--- src/rtl/deserializador.sv ---
// Serial-to-parallel front end for the 8-entry queue: MSB-first bit assembly, push on queue not-full.
// Optional even-parity frame check is enabled by defining PARITY_EN.
module deserializador #(
    parameter int unsigned WIDTH = 8
) (
    input  logic             clk_10KHz,
    input  logic             reset,
    input  logic             data_in,
    input  logic             write_in,
    input  logic             full_in,
    output logic [WIDTH-1:0] data_out,
    output logic             enqueue_out,
    output logic             status_out,
    output logic             parity_err_out
);

    localparam int unsigned CW = $clog2(WIDTH + 2);
`ifdef PARITY_EN
    localparam int unsigned FRAME = WIDTH + 1;
`else
    localparam int unsigned FRAME = WIDTH;
`endif

    typedef enum logic [1:0] {IDLE, RECV, HOLD} state_t;

    state_t           state, state_n;
    logic [CW-1:0]    count, count_n;
    logic [WIDTH-1:0] shreg, shreg_n;
    logic [WIDTH-1:0] data_n;
    logic             enq_n;
    logic             status_n;
`ifdef PARITY_EN
    logic             par, par_n;
    logic             perr_n;
`endif

    // State and output registers
    always_ff @(posedge clk_10KHz or negedge reset) begin
        if (!reset) begin
            state       <= IDLE;
            count       <= '0;
            shreg       <= '0;
            data_out    <= '0;
            enqueue_out <= 1'b0;
            status_out  <= 1'b1;
`ifdef PARITY_EN
            par            <= 1'b0;
            parity_err_out <= 1'b0;
`endif
        end else begin
            state       <= state_n;
            count       <= count_n;
            shreg       <= shreg_n;
            data_out    <= data_n;
            enqueue_out <= enq_n;
            status_out  <= status_n;
`ifdef PARITY_EN
            par            <= par_n;
            parity_err_out <= perr_n;
`endif
        end
    end

`ifndef PARITY_EN
    assign parity_err_out = 1'b0;
`endif

    // Next-state and next-output logic
    always_comb begin
        state_n  = state;
        count_n  = count;
        shreg_n  = shreg;
        data_n   = data_out;
        enq_n    = 1'b0;
        status_n = status_out;
`ifdef PARITY_EN
        par_n    = par;
        perr_n   = 1'b0;
`endif
        case (state)
            IDLE: begin
                if (write_in) begin
                    shreg_n = {shreg[WIDTH-2:0], data_in};
                    count_n = CW'(1);
                    state_n = RECV;
`ifdef PARITY_EN
                    par_n   = data_in;
`endif
                end
            end
            RECV: begin
                if (write_in) begin
                    // The trailing parity bit only feeds the running XOR, never the word
                    if (count < CW'(WIDTH)) begin
                        shreg_n = {shreg[WIDTH-2:0], data_in};
                    end
                    count_n = count + CW'(1);
`ifdef PARITY_EN
                    par_n   = par ^ data_in;
`endif
                    if (count_n == CW'(FRAME)) begin
                        state_n  = HOLD;
                        status_n = 1'b0;
                    end
                end
            end
            HOLD: begin
`ifdef PARITY_EN
                if (par) begin
                    perr_n   = 1'b1;
                    status_n = 1'b1;
                    count_n  = '0;
                    state_n  = IDLE;
                end else
`endif
                if (!full_in) begin
                    data_n   = shreg;
                    enq_n    = 1'b1;
                    status_n = 1'b1;
                    count_n  = '0;
                    state_n  = IDLE;
                end
            end
            default: begin
                state_n = IDLE;
                count_n = '0;
            end
        endcase
    end

endmodule
--- config.mk ---
export PLATFORM = sky130hd
export DESIGN_NAME = deserializador
export DESIGN_NICKNAME = d
export VERILOG_FILES = /design/src/rtl/deserializador.sv
export SDC_FILE = /design/constraint.sdc
export NUM_CORES = 1
export LEC_CHECK = 0
export CORE_MARGIN = 4
export CORE_UTILIZATION = 51
export DETAILED_ROUTE_END_ITERATION = 7
export PLACE_DENSITY = 0.75
export SLEW_MARGIN = 20
export SYNTH_ARGS = -nofsm -noshare
export SYNTH_HDL_FRONTEND = slang
export SYNTH_SLANG_ARGS = --single-unit
export TNS_END_PERCENT = 20
--- constraint.sdc ---
create_clock -name clk_10KHz -period 1.7 [get_ports clk_10KHz]
set_input_delay 0.17 -clock clk_10KHz [delete_from_list [all_inputs] [get_ports clk_10KHz]]
set_output_delay 0.17 -clock clk_10KHz [all_outputs]
set_load 0.005 [all_outputs]
==> metrics.md <==
| Metric | Value |
|---|---|
| Post-cts sizing count | `0` |
| H-tree Lvls | `1` |
| Number of max-capacitance violations reported | `0` |
| Placement row count | `15` |
| Maximum vdd drop | `0.000877 V` |
| Starting Density | `56.4%` |
| Global Route Usage Sum | `15.7%` |
| Grt ovf | `0` |
| Vias in the first global route | `708` |
| Fraction of layout instances using a drive strength above 1 | `28.9%` |
| CTS tree | `done` |
| IO Pins | `16` |
| Synthesis-to-finish area growth | `20.5%` |
| Placed instance count | `118` |
| Longest individual stage delay on the worst path | `0.55 ns` |
| Final antenna diode count | `0` |
| Share of async-settable or async-resettable flops after synthesis | `100%` |
| Post-Synthesis Net Count | `84` |
| Number of endpoints failing setup at the final stage | `0` |
| Final weighted congestion in routability-driven placement | `0.726` |
| Clock transition at the registers of the reported paths | `0.12 ns` |
| Largest driver fanout on the critical path | `2` |
| Clock sink total | `24` |
| Post-route ant nets | `0` |
| Post-synthesis average cell area | `13.2 um^2` |
| DPL Wire Length | `1340 um` |
| Post-synthesis instance area | `0.00103 mm^2` |
| Insertion delay of the later-clocked pin in the worst-skew pair | `0.29 ns` |
| CP Data Required Time | `1.53 ns` |
| Wire length after detailed routing | `1790 um` |
| Global-route wire length before repair | `3170 um` |
| Primary flip-flop cell chosen by synthesis mapping | `dfrtp_1` |
| Top library cells by usage in the layout, fill and taps aside | `dfrtp_1 (23), mux2_2 (16), clkdlybuf4s50_1 (14), nand2_1 (7), o21ai_0 (5)` |
| Number of register bits inferred by synthesis | `24` |
| Setup Crit Path Kind | `reg2out` |
| Net count of the finished layout | `104` |
| Clock period minus final worst setup slack | `1.50 ns` |
| Post-synthesis cell count | `78` |
| Fin Clk Skew | `0.000561 ns` |
| Core ar. | `0.00182 mm^2` |
| Startpoint class of the critical path | `flip-flop` |
| Highest attainable clock frequency | `666 MHz` |
| Summed negative setup slack over all endpoints | `0 ns` |
| Largest net degree at the start of global routing | `25` |
| Buffer depth of the longest clock path | `2` |
| Overall die area | `0.00280 mm^2` |
| Arrival time of the worst setup path | `1.33 ns` |
| Power density relative to cell area | `1470 mW/mm^2` |
| Part of the cycle the worst path needs | `88.3%` |
| Die Span Y | `52.9 um` |
| Final count of hold timing violations | `0` |
| Synth Warn # | `0` |
| Horizontal die dimension | `52.9 um` |
| CP Cell Sequence | `clkdlybuf4s50_1` |
| Most common library cell in the layout ignoring fill and taps | `dfrtp_1` |
| Number of search-and-repair iterations in the first detailed-routing pass | `4` |
| Via count | `690` |
| Antenna violations before repair | `0` |
| DRC errors left | `0` |
| Sort of element at the end of the critical path | `output pin` |
| Count of flip-flops with a built-in enable after synthesis | `0` |
| Average via count per standard cell | `5.66` |
| Critical path buffer and inverter count | `1` |
| Num CTS Buffers | `3` |
| Unrepaired setup endpoints after global routing | `false` |
| Leakage dissipation | `0.568 nW` |
| Sequential-to-total area share from yosys stat | `58.6%` |
| Cell with the biggest individual delay on the critical path | `dfstp_2` |
| Number of pins exceeding their max-slew limit in the final report | `0` |
| Run status | `completed` |
| Routed wire per std cell | `14.7 um` |
| Setup bufs post-CTS | `0` |
| Type of the worst min-delay path | `in2async` |
| Family with the most delay on the worst path | `flip-flops` |
| CTS root buffer | `clkbuf_4` |
| Layout Cells excl Fill | `122` |
| Number of DRC violations after detailed-routing iteration 0 | `11` |
| Hold-fix buffers, CTS | `0` |
| Post-synth cell types | `25` |
| Number of buffers inserted by port buffering | `14` |
## cells by family after synthesis
| family | Yosys count | share of synthesized area [%] |
|---|---|---|
| buffers and inverters | 4 | 2.07 |
| AND/OR/NAND/NOR | 17 | 9.87 |
| multiplexers | 17 | 18.5 |
| other | 1 | 0.365 |
| AO/OA/AOI/OAI | 14 | 9.38 |
| adder cells (fa/ha/maj) | 1 | 1.22 |
| flip-flops | 24 | 58.6 |
## cell usage after synthesis (all sizes together) (2+ instances only)
master / number / area [um^2]
mux2: 16 / 180
nand3: 3 / 15.0
and3b: 2 / 17.5
o21a: 2 / 15.0
buf: 3 / 17.5
nand2: 7 / 26.3
dfrtp: 23 / 576
nor2b: 2 / 12.5
o21ai: 5 / 25.0
## final cells by class
type	instances	area [um^2]
multi-input cells	50	404
repair buffers	18	170
flip-flops and latches	24	602
well taps	25	31.3
clock buffers	4	26.3
inverters	1	3.75
fillers	152	583
## final timing paths
check                       startpoint           to  slack, ns  cells after the start
max                         status_out   status_out       0.20                      1
min                              reset     count[0]       0.21                      2
max reg2reg                   state[1]  data_out[5]       0.21                      4
min reg2reg                data_out[4]  data_out[4]       0.52                      1
max in group asynchronous        reset   status_out       1.22                      2
min in group clk_10KHz         data_in     shreg[0]       0.48                      2
## registers in the layout (all words and copies together) (netlist names)
signal and cells:
shreg 8, enqueue_out 1, state 2, count 4, status_out 1, data_out 8
## worst reg2reg max path: stages (launching register included)
cell and delay, ns:
dfrtp_1 0.51, inv_2 0.13, nor3_4 0.19, buf_4 0.20
mux2_2 0.36
## layer usage
metal | wire, um | up-vias | global-route usage (%)
met2 | 856 | 18 | 24.8
li1 | - | 320 | -
met3 | 89 | 6 | 3.94
met5 | 0 | - | 0
met1 | 808 | 346 | 20.7
met4 | 38 | 0 | 5.96
## power by group
part	switching [mW]	leakage, nW	total, mW	internal [mW]
sequential	0.173	0.302	0.951	0.778
clock	0.150	0.0150	0.241	0.0912
combinational	0.241	0.251	0.622	0.380
total	0.564	0.568	1.81	1.25
## per-stage QoR
| stage | util (%) | power (mW) | instance area (um^2) | hold WS (ns) | worst slack [ns] |
|---|---|---|---|---|---|
| floorplan | - | 1.34 | 1030 | -0.126 | 0.348 |
| global placement | 66.5 | 1.54 | 1210 | 0.485 | 0.240 |
| detailed placement | 66.5 | 1.59 | 1210 | 0.495 | 0.228 |
| CTS | 68.0 | 1.83 | 1240 | 0.205 | 0.181 |
| global route | 68.0 | 1.95 | 1240 | 0.219 | 0.135 |
| finish | 68.0 | 1.81 | 1240 | 0.206 | 0.199 |
Power figures use the tool's default switching activity.
